$ cat src/rtl/uart_tx_framer_if.sv
// Payload handshake between a word producer and the UART transmit framer.
interface uart_tx_framer_if #(
    parameter int DATA_BITS = 8
);
    logic [DATA_BITS-1:0] data;
    logic                 valid;
    logic                 ready;

    modport master (output data, output valid, input ready);
    modport slave  (input data, input valid, output ready);
endinterface

$ cat src/rtl/uart_tx_framer.sv
// UART transmit framer: start bit, DATA_BITS payload, optional parity, STOP_BITS stop bits.
// Optional parity bit is compiled in with macro UART_TX_FRAMER_PARITY_EN.
module uart_tx_framer #(
    parameter int DATA_BITS    = 8,
    parameter int CLKS_PER_BIT = 4,
    parameter int STOP_BITS    = 1,
    parameter int MSB_FIRST    = 1,
    parameter int PARITY_ODD   = 0
) (
    input  logic              CLK,
    input  logic              RESET,
    uart_tx_framer_if.slave   bus,
    output logic              tx,
    output logic              busy
);
    localparam int CW = $clog2(CLKS_PER_BIT + 1);
    localparam int IW = $clog2(DATA_BITS);
    localparam logic [CW-1:0] CNT_LOAD  = CW'(CLKS_PER_BIT - 1);
    localparam logic [IW-1:0] IDX_TOP   = IW'(DATA_BITS - 1);
    localparam logic          STOP_LAST = 1'(STOP_BITS - 1);

    localparam logic [2:0] S_IDLE   = 3'd0;
    localparam logic [2:0] S_START  = 3'd1;
    localparam logic [2:0] S_DATA   = 3'd2;
`ifdef UART_TX_FRAMER_PARITY_EN
    localparam logic [2:0] S_PARITY = 3'd3;
`endif
    localparam logic [2:0] S_STOP   = 3'd4;

    if (DATA_BITS < 5 || DATA_BITS > 9 || CLKS_PER_BIT < 1 || CLKS_PER_BIT > 65535 ||
        STOP_BITS < 1 || STOP_BITS > 2 || MSB_FIRST < 0 || MSB_FIRST > 1 ||
        PARITY_ODD < 0 || PARITY_ODD > 1) begin : g_bad_param
        $error("uart_tx_framer: parameter out of legal range");
    end

    logic [2:0]           state_q, state_d;
    logic [CW-1:0]        cnt_q, cnt_d;
    logic [IW-1:0]        idx_q, idx_d;
    logic                 stop_q, stop_d;
    logic [DATA_BITS-1:0] sh_q, sh_d, sh_nxt;
    logic                 tx_q, tx_d;
    logic                 tick, take;
`ifdef UART_TX_FRAMER_PARITY_EN
    logic                 par_q, par_d;
`endif

    // Bit that goes on the line next from a given shift-register image.
    function automatic logic lead_bit(input logic [DATA_BITS-1:0] v);
        return (MSB_FIRST != 0) ? v[DATA_BITS-1] : v[0];
    endfunction

    assign tick      = (cnt_q == '0);
    assign bus.ready = (state_q == S_IDLE) ||
                       (state_q == S_STOP && tick && stop_q == STOP_LAST);
    assign take      = bus.valid && bus.ready;
    assign tx        = tx_q;
    assign busy      = (state_q != S_IDLE);

    always_comb begin
        state_d = state_q;
        cnt_d   = cnt_q;
        idx_d   = idx_q;
        stop_d  = stop_q;
        sh_d    = sh_q;
        tx_d    = tx_q;
`ifdef UART_TX_FRAMER_PARITY_EN
        par_d   = par_q;
`endif
        sh_nxt  = (MSB_FIRST != 0) ? {sh_q[DATA_BITS-2:0], 1'b0} : {1'b0, sh_q[DATA_BITS-1:1]};
        // Acceptance only happens in IDLE or the last stop cycle, so it overrides the bit timing.
        if (take) begin
            state_d = S_START;
            tx_d    = 1'b0;
            cnt_d   = CNT_LOAD;
            idx_d   = IDX_TOP;
            stop_d  = 1'b0;
            sh_d    = bus.data;
`ifdef UART_TX_FRAMER_PARITY_EN
            par_d   = (^bus.data) ^ 1'(PARITY_ODD);
`endif
        end else if (state_q != S_IDLE) begin
            if (!tick) begin
                cnt_d = cnt_q - CW'(1);
            end else begin
                cnt_d = CNT_LOAD;
                case (state_q)
                    S_START: begin
                        state_d = S_DATA;
                        tx_d    = lead_bit(sh_q);
                    end
                    S_DATA: begin
                        if (idx_q == '0) begin
`ifdef UART_TX_FRAMER_PARITY_EN
                            state_d = S_PARITY;
                            tx_d    = par_q;
`else
                            state_d = S_STOP;
                            tx_d    = 1'b1;
                            stop_d  = 1'b0;
`endif
                        end else begin
                            idx_d = idx_q - IW'(1);
                            sh_d  = sh_nxt;
                            tx_d  = lead_bit(sh_nxt);
                        end
                    end
`ifdef UART_TX_FRAMER_PARITY_EN
                    S_PARITY: begin
                        state_d = S_STOP;
                        tx_d    = 1'b1;
                        stop_d  = 1'b0;
                    end
`endif
                    S_STOP: begin
                        if (stop_q == STOP_LAST) begin
                            state_d = S_IDLE;
                            tx_d    = 1'b1;
                            cnt_d   = '0;
                        end else begin
                            stop_d = 1'b1;
                        end
                    end
                    default: begin
                        state_d = S_IDLE;
                        tx_d    = 1'b1;
                        cnt_d   = '0;
                    end
                endcase
            end
        end
    end

    always_ff @(posedge CLK or posedge RESET) begin
        if (RESET) begin
            state_q <= S_IDLE;
            cnt_q   <= '0;
            idx_q   <= '0;
            stop_q  <= 1'b0;
            sh_q    <= '0;
            tx_q    <= 1'b1;
`ifdef UART_TX_FRAMER_PARITY_EN
            par_q   <= 1'b0;
`endif
        end else begin
            state_q <= state_d;
            cnt_q   <= cnt_d;
            idx_q   <= idx_d;
            stop_q  <= stop_d;
            sh_q    <= sh_d;
            tx_q    <= tx_d;
`ifdef UART_TX_FRAMER_PARITY_EN
            par_q   <= par_d;
`endif
        end
    end
endmodule

$ cat src/flat_wrapper.sv
// flat-port wrapper written by rule: the top's interface ports become plain ports
module uart_tx_framer_flat 
#(
    parameter int DATA_BITS    = 8,
    parameter int CLKS_PER_BIT = 4,
    parameter int STOP_BITS    = 1,
    parameter int MSB_FIRST    = 1,
    parameter int PARITY_ODD   = 0
)
  (CLK, RESET, tx, busy, bus_data, bus_valid, bus_ready);
  uart_tx_framer_if #(.DATA_BITS(DATA_BITS)) bus_i ();
  input  logic CLK;
  input  logic RESET;
  output logic tx;
  output logic busy;
  input wire logic [$bits(bus_i.data)-1:0] bus_data;
  input wire logic [$bits(bus_i.valid)-1:0] bus_valid;
  output wire logic [$bits(bus_i.ready)-1:0] bus_ready;
  assign bus_i.data = bus_data;
  assign bus_i.valid = bus_valid;
  assign bus_ready = bus_i.ready;
  uart_tx_framer #(.DATA_BITS(DATA_BITS), .CLKS_PER_BIT(CLKS_PER_BIT), .STOP_BITS(STOP_BITS), .MSB_FIRST(MSB_FIRST), .PARITY_ODD(PARITY_ODD)) u_core (.CLK(CLK), .RESET(RESET), .bus(bus_i), .tx(tx), .busy(busy));
endmodule
$ cat config.mk
export PLATFORM = sky130hd
export DESIGN_NAME = uart_tx_framer_flat
export DESIGN_NICKNAME = d
export VERILOG_FILES = /design/src/rtl/uart_tx_framer_if.sv /design/src/rtl/uart_tx_framer.sv /design/src/flat_wrapper.sv
export SDC_FILE = /design/constraint.sdc
export NUM_CORES = 1
export LEC_CHECK = 0
export CORE_MARGIN = 5
export CORE_UTILIZATION = 50
export DETAILED_ROUTE_END_ITERATION = 8
export GPL_TIMING_DRIVEN = 0
export PLACE_DENSITY_LB_ADDON = 0.2
export SYNTH_ARGS = -nofsm -noshare
export SYNTH_HDL_FRONTEND = slang
export SYNTH_SLANG_ARGS = --single-unit
export TNS_END_PERCENT = 30
$ cat constraint.sdc
create_clock -name CLK -period 4.4 [get_ports CLK]
set_input_delay 0.88 -clock CLK [delete_from_list [all_inputs] [get_ports CLK]]
set_output_delay 0.88 -clock CLK [all_outputs]
set_load 0.01 [all_outputs]
### Word level (Yosys, flattened, before mapping)

Index checks and enable logic that the tools add are counted.

* flip-flop bits (word level): 19
* bits of input ports: 11
* word-level logic and storage cells: 65

* add/sub/neg operators: 2
* equal/unequal tests: 6
* muxes and demuxes: 33
* bitwise logic cells: 1
* reduce and logical (&&, ||, !) cells: 17

Operators by type and width (number)
* 2-to-1 mux 8 bit: 5
* 2-to-1 mux 3 bit: 13
* AND reduction 4 bit: 3
* 2-to-1 mux 1 bit: 10
* logical NOT 3 bit: 3
* one-hot mux 3 bit (3 select lines): 1
* one-hot mux 3 bit (2 select lines): 1
* nonzero test 2 bit: 3
* nonzero test 3 bit: 2
* subtractor 3 x 1 -> 3 bit, second input constant: 2
* == test 3 x 1 -> 1 bit, second input constant: 1
* == test 3 x 2 -> 1 bit, second input constant: 1
* == test 3 bit, second input constant: 1
* logical AND 1 bit: 3
* inequality test 3 x 1 -> 1 bit, second input constant: 1
* inequality test 3 bit, second input constant: 1
* one-hot mux 1 bit (3 select lines): 1
* AND reduction 3 bit: 1
* 2-to-1 mux 2 bit: 1
* inequality test 2 x 1 -> 1 bit, second input constant: 1
* one-hot mux 1 bit (2 select lines): 1
* OR reduction 2 bit: 1
* logical OR 1 bit: 1
* inverter 1 bit: 1

### Logic depth before layout (Yosys ltp)

* word-level depth: 7
* depth in mapped cells: 7
* depth with buffers taken out: 6

### Worst setup path after synthesis

Ideal clock, no wire load.

* path kind: register -> output
* start: reg u_core.cnt_q[0]
* end: out bus_ready
* data arrival time: 1.068 ns
* data required time: 3.520 ns
* setup slack: 2.452 ns
* cell stages (with the launch flop): 7
* buffers on the path: 1
* cell sequence: dfrtp_1 > inv_1 > ha_1 > nand2b_1 > buf_2 > nand2_1 > and2_1

* cells in the longest elaborated chain, start to end: 4

Ends and longest elaborated chain
* start, declared: line uart_tx_framer.sv:37 `logic [CW-1:0] cnt_q, cnt_d;`
* start signal, assigned: line uart_tx_framer.sv:146 `cnt_q <= cnt_d;`
* logical NOT 3 bit: line uart_tx_framer.sv:52 `assign tick = (cnt_q == '0);`
* logical AND 1 bit (2 in a row): line uart_tx_framer.sv:54 `(state_q == S_STOP && tick && stop_q == STOP_LAST);`
* logical OR 1 bit: line uart_tx_framer.sv:53 `assign bus.ready = (state_q == S_IDLE) ||`
* end, declared: line flat_wrapper.sv:18 `output wire logic [$bits(bus_i.ready)-1:0] bus_ready;`

No other way between the ends.

### Final worst setup path

Same ends and word-level chain as after synthesis.

==> reports/results.txt <==
Seq/Total Area, Yosys - 44.5%
height of the die - 55.1 um
#FFs+latches synth - 18
TritonCTS clock tree - yes
Initial Util - 52.3%
quantity of gates resized following cts - 0
number of setup violations in the final report - 0
vias in the first global route - 858
M1 GR Usage - 20.0%
clock net sink count - 18
Hold EP - u_core.tx
met3 Resource Use GR - 3.75%
io pins - 14
Post-Synthesis Cells - 110
commonest non-fill, non-tap cell in the layout - dfrtp_1
Clock Skew - 1.28 ps
r2r startpoint - u_core.cnt_q[0]
die area - 3030 sq um
f_max - 0.349 GHz
# DRC - 0
Setup crit end kind - primary output
Hold Buf Count CTS - 0
Std-Cell Rows - 16
Total Routing Usage GR - 16.9%
Worst-path clk slew - 110 ps
Yosys warnings - 0
post-route insts no fill - 154
H-tree Lvls - 1
CTS Root Cell - clkbuf_4
Reg2Reg Depth - 7
layout cell share with drive strength beyond 1 - 14.2%
Reg area - 452 sq um
Clock Latency Late Sink - 290 ps
Max FO, Critical Path - 8
global routing usage on met2 - 28.7%
Post-Route WL - 2.01 mm
Core Area - 1940 sq um
Placer Congestion - 0.832
maxcap violations - 0
fillers - 169
leakage power - 0.565 nW
Synth Cell Area - 1020 sq um
worst hold path startpoint - u_core.tx
1st-pass router iterations - 4
post-route ant nets - 0
Max clock buf depth - 2
Via Count - 839
P per Cell Area - 586 nW/um^2
largest area contributor in the netlist - dfrtp_1
HP Class - register to register
antenna violations before repair - 0
TNS Setup - 0 ps
Critical Path Start Type - register
area share of the leading cell type in the synthesized netlist - 41.9%
Async SR Flop Fraction - 100%
Req. time, crit path - 3520 ps
final worst path period share - 65.0%
Post-synth EDFFs - 0
reg-to-reg endpoint - u_core.sh_q[0]
most frequent cells in the layout - 17 x dfrtp_1, 13 x inv_1, 13 x clkdlybuf4s50_1, 10 x a21oi_1, 9 x nand2_1
Starting DRT DRC Count - 13
Hold Vio Cnt, Final - 0
Buffers on Ports - 13
Max-slew headroom - 55.2%
Final nets - 143
fin. max-slew vios - 0
Post-CTS Setup Inserts - 0
most used routing layer - met2
R2R setup slack - 2660 ps
remaining global-route overflow - 0
crit path time final - 2860 ps
worst slew pin tran - 671 ps
area grow syn2layout - 19.7%
Avg Vias per Cell - 5.45
n_diodes - 0
Placed Instances - 150
syn nets - 125
WHS Path Cells - 2
die width - 55.1 um
CP arrival - 1980 ps
post-synth cell types - 38
largest net degree at the start of global routing - 19
status - finished, final reports clean
crit path kind - register to primary output
RSZ-0062 raised after global routing - no
ys flop type - dfrtp_1
synth top area cells - dfrtp_1 42%, a21oi_1 4.9%, ha_1 4.9%, inv_1 4.8%, nand2_1 3.3%
Multi-input gate area - 463 sq um
CTS Buf Count - 3
DR WL/cell - 13.1 um
DPL Wire Length - 1.50 mm
Avg Cell Area, Syn - 9.24 sq um
first-pass GRT wire length - 3.59 mm
worst vdd ir - 0.293 mV
layer usage:
metal / share of wire [%] / wire length, um / up-vias
li1: - / - / 415
met1: 46 / 928 / 403
met2: 48 / 960 / 17
met3: 3.9 / 79 / 4
met4: 2.1 / 43 / 0
met5: 0 / 0 / -
cells by family (layout without fill, tap and decap cells):
family	count (synthesis)	count (layout)	share of synthesized area, %
and+or+nand+nor	33	33	17.7
AOI/OAI and AO/OA	30	30	19.1
xor gates and xnor gates	1	1	0.862
DFF	18	18	44.5
buffers and inverters	21	38	9.97
adders and majority gates	4	4	4.93
muxes	3	3	2.96
where the power goes:
group | internal, mW | switching, mW | leakage (nW) | total (mW)
clock network | 0.0504 | 0.0539 | 0.0210 | 0.104
logic | 0.152 | 0.175 | 0.347 | 0.327
registers | 0.235 | 0.0455 | 0.197 | 0.281
cells in the mapped netlist, types with 2 or more instances:
cell,instances
o21ai_0,4
nand3_1,2
mux2i_1,3
nor4_1,2
and2_1,2
dfrtp_1,17
nor3_1,2
buf_2,3
nor2_1,7
o22ai_1,4
inv_1,13
buf_4,3
nand2_1,9
nand2b_1,3
ha_1,4
a21oi_1,10
through the flow:
stage | utilization, % | setup slack [ps] | cell area (sq um) | total power, mW | hold slack [ps]
global placement | 60.8 | 1900 | 1180 | 0.597 | 492
detailed placement | 60.8 | 1880 | 1180 | 0.611 | 493
floorplan | - | 2450 | 1020 | 0.519 | 467
finish | 62.6 | 1540 | 1220 | 0.712 | 519
CTS | 62.6 | 1540 | 1220 | 0.716 | 521
global route | 62.6 | 1420 | 1220 | 0.772 | 551
state kept, by name, indices dropped and copies added (netlist names):
signal          count
u_core.sh_q         8
u_core.idx_q        3
u_core.tx           1
u_core.state_q      3
u_core.cnt_q        3
worst max path at each step:
stage | start | end | slack [ps] | depth (start not counted)
4_1_cts | u_core.cnt_q[0] | bus_ready | 1540 | 7
5_1_grt | u_core.cnt_q[0] | bus_ready | 1420 | 7
6_report | u_core.cnt_q[0] | bus_ready | 1540 | 7
3_3_place_gp | u_core.cnt_q[0] | bus_ready | 1900 | 7
2_1_floorplan | u_core.cnt_q[0] | bus_ready | 2450 | 6
3_5_place_dp | u_core.cnt_q[0] | bus_ready | 1880 | 7
worst max-delay path: stages (launching register included):
cell and delay (ps):
dfrtp_1 430, inv_1 110, ha_1 200, nand2b_1 60, buf_2 160, nand2_1 90
and2_1 110, clkdlybuf4s50_1 530
area by class of cell:
| type | count | area share (%) |
|---|---|---|
| buffer | 7 | 4.01 |
| clock buffer | 4 | 2.98 |
| inverter | 14 | 4.32 |
| multi-input combinational | 71 | 38.1 |
| sequential | 18 | 37.1 |
| tap | 27 | 2.78 |
| timing repair buffer | 13 | 10.7 |
Power figures use the tool's default switching activity.
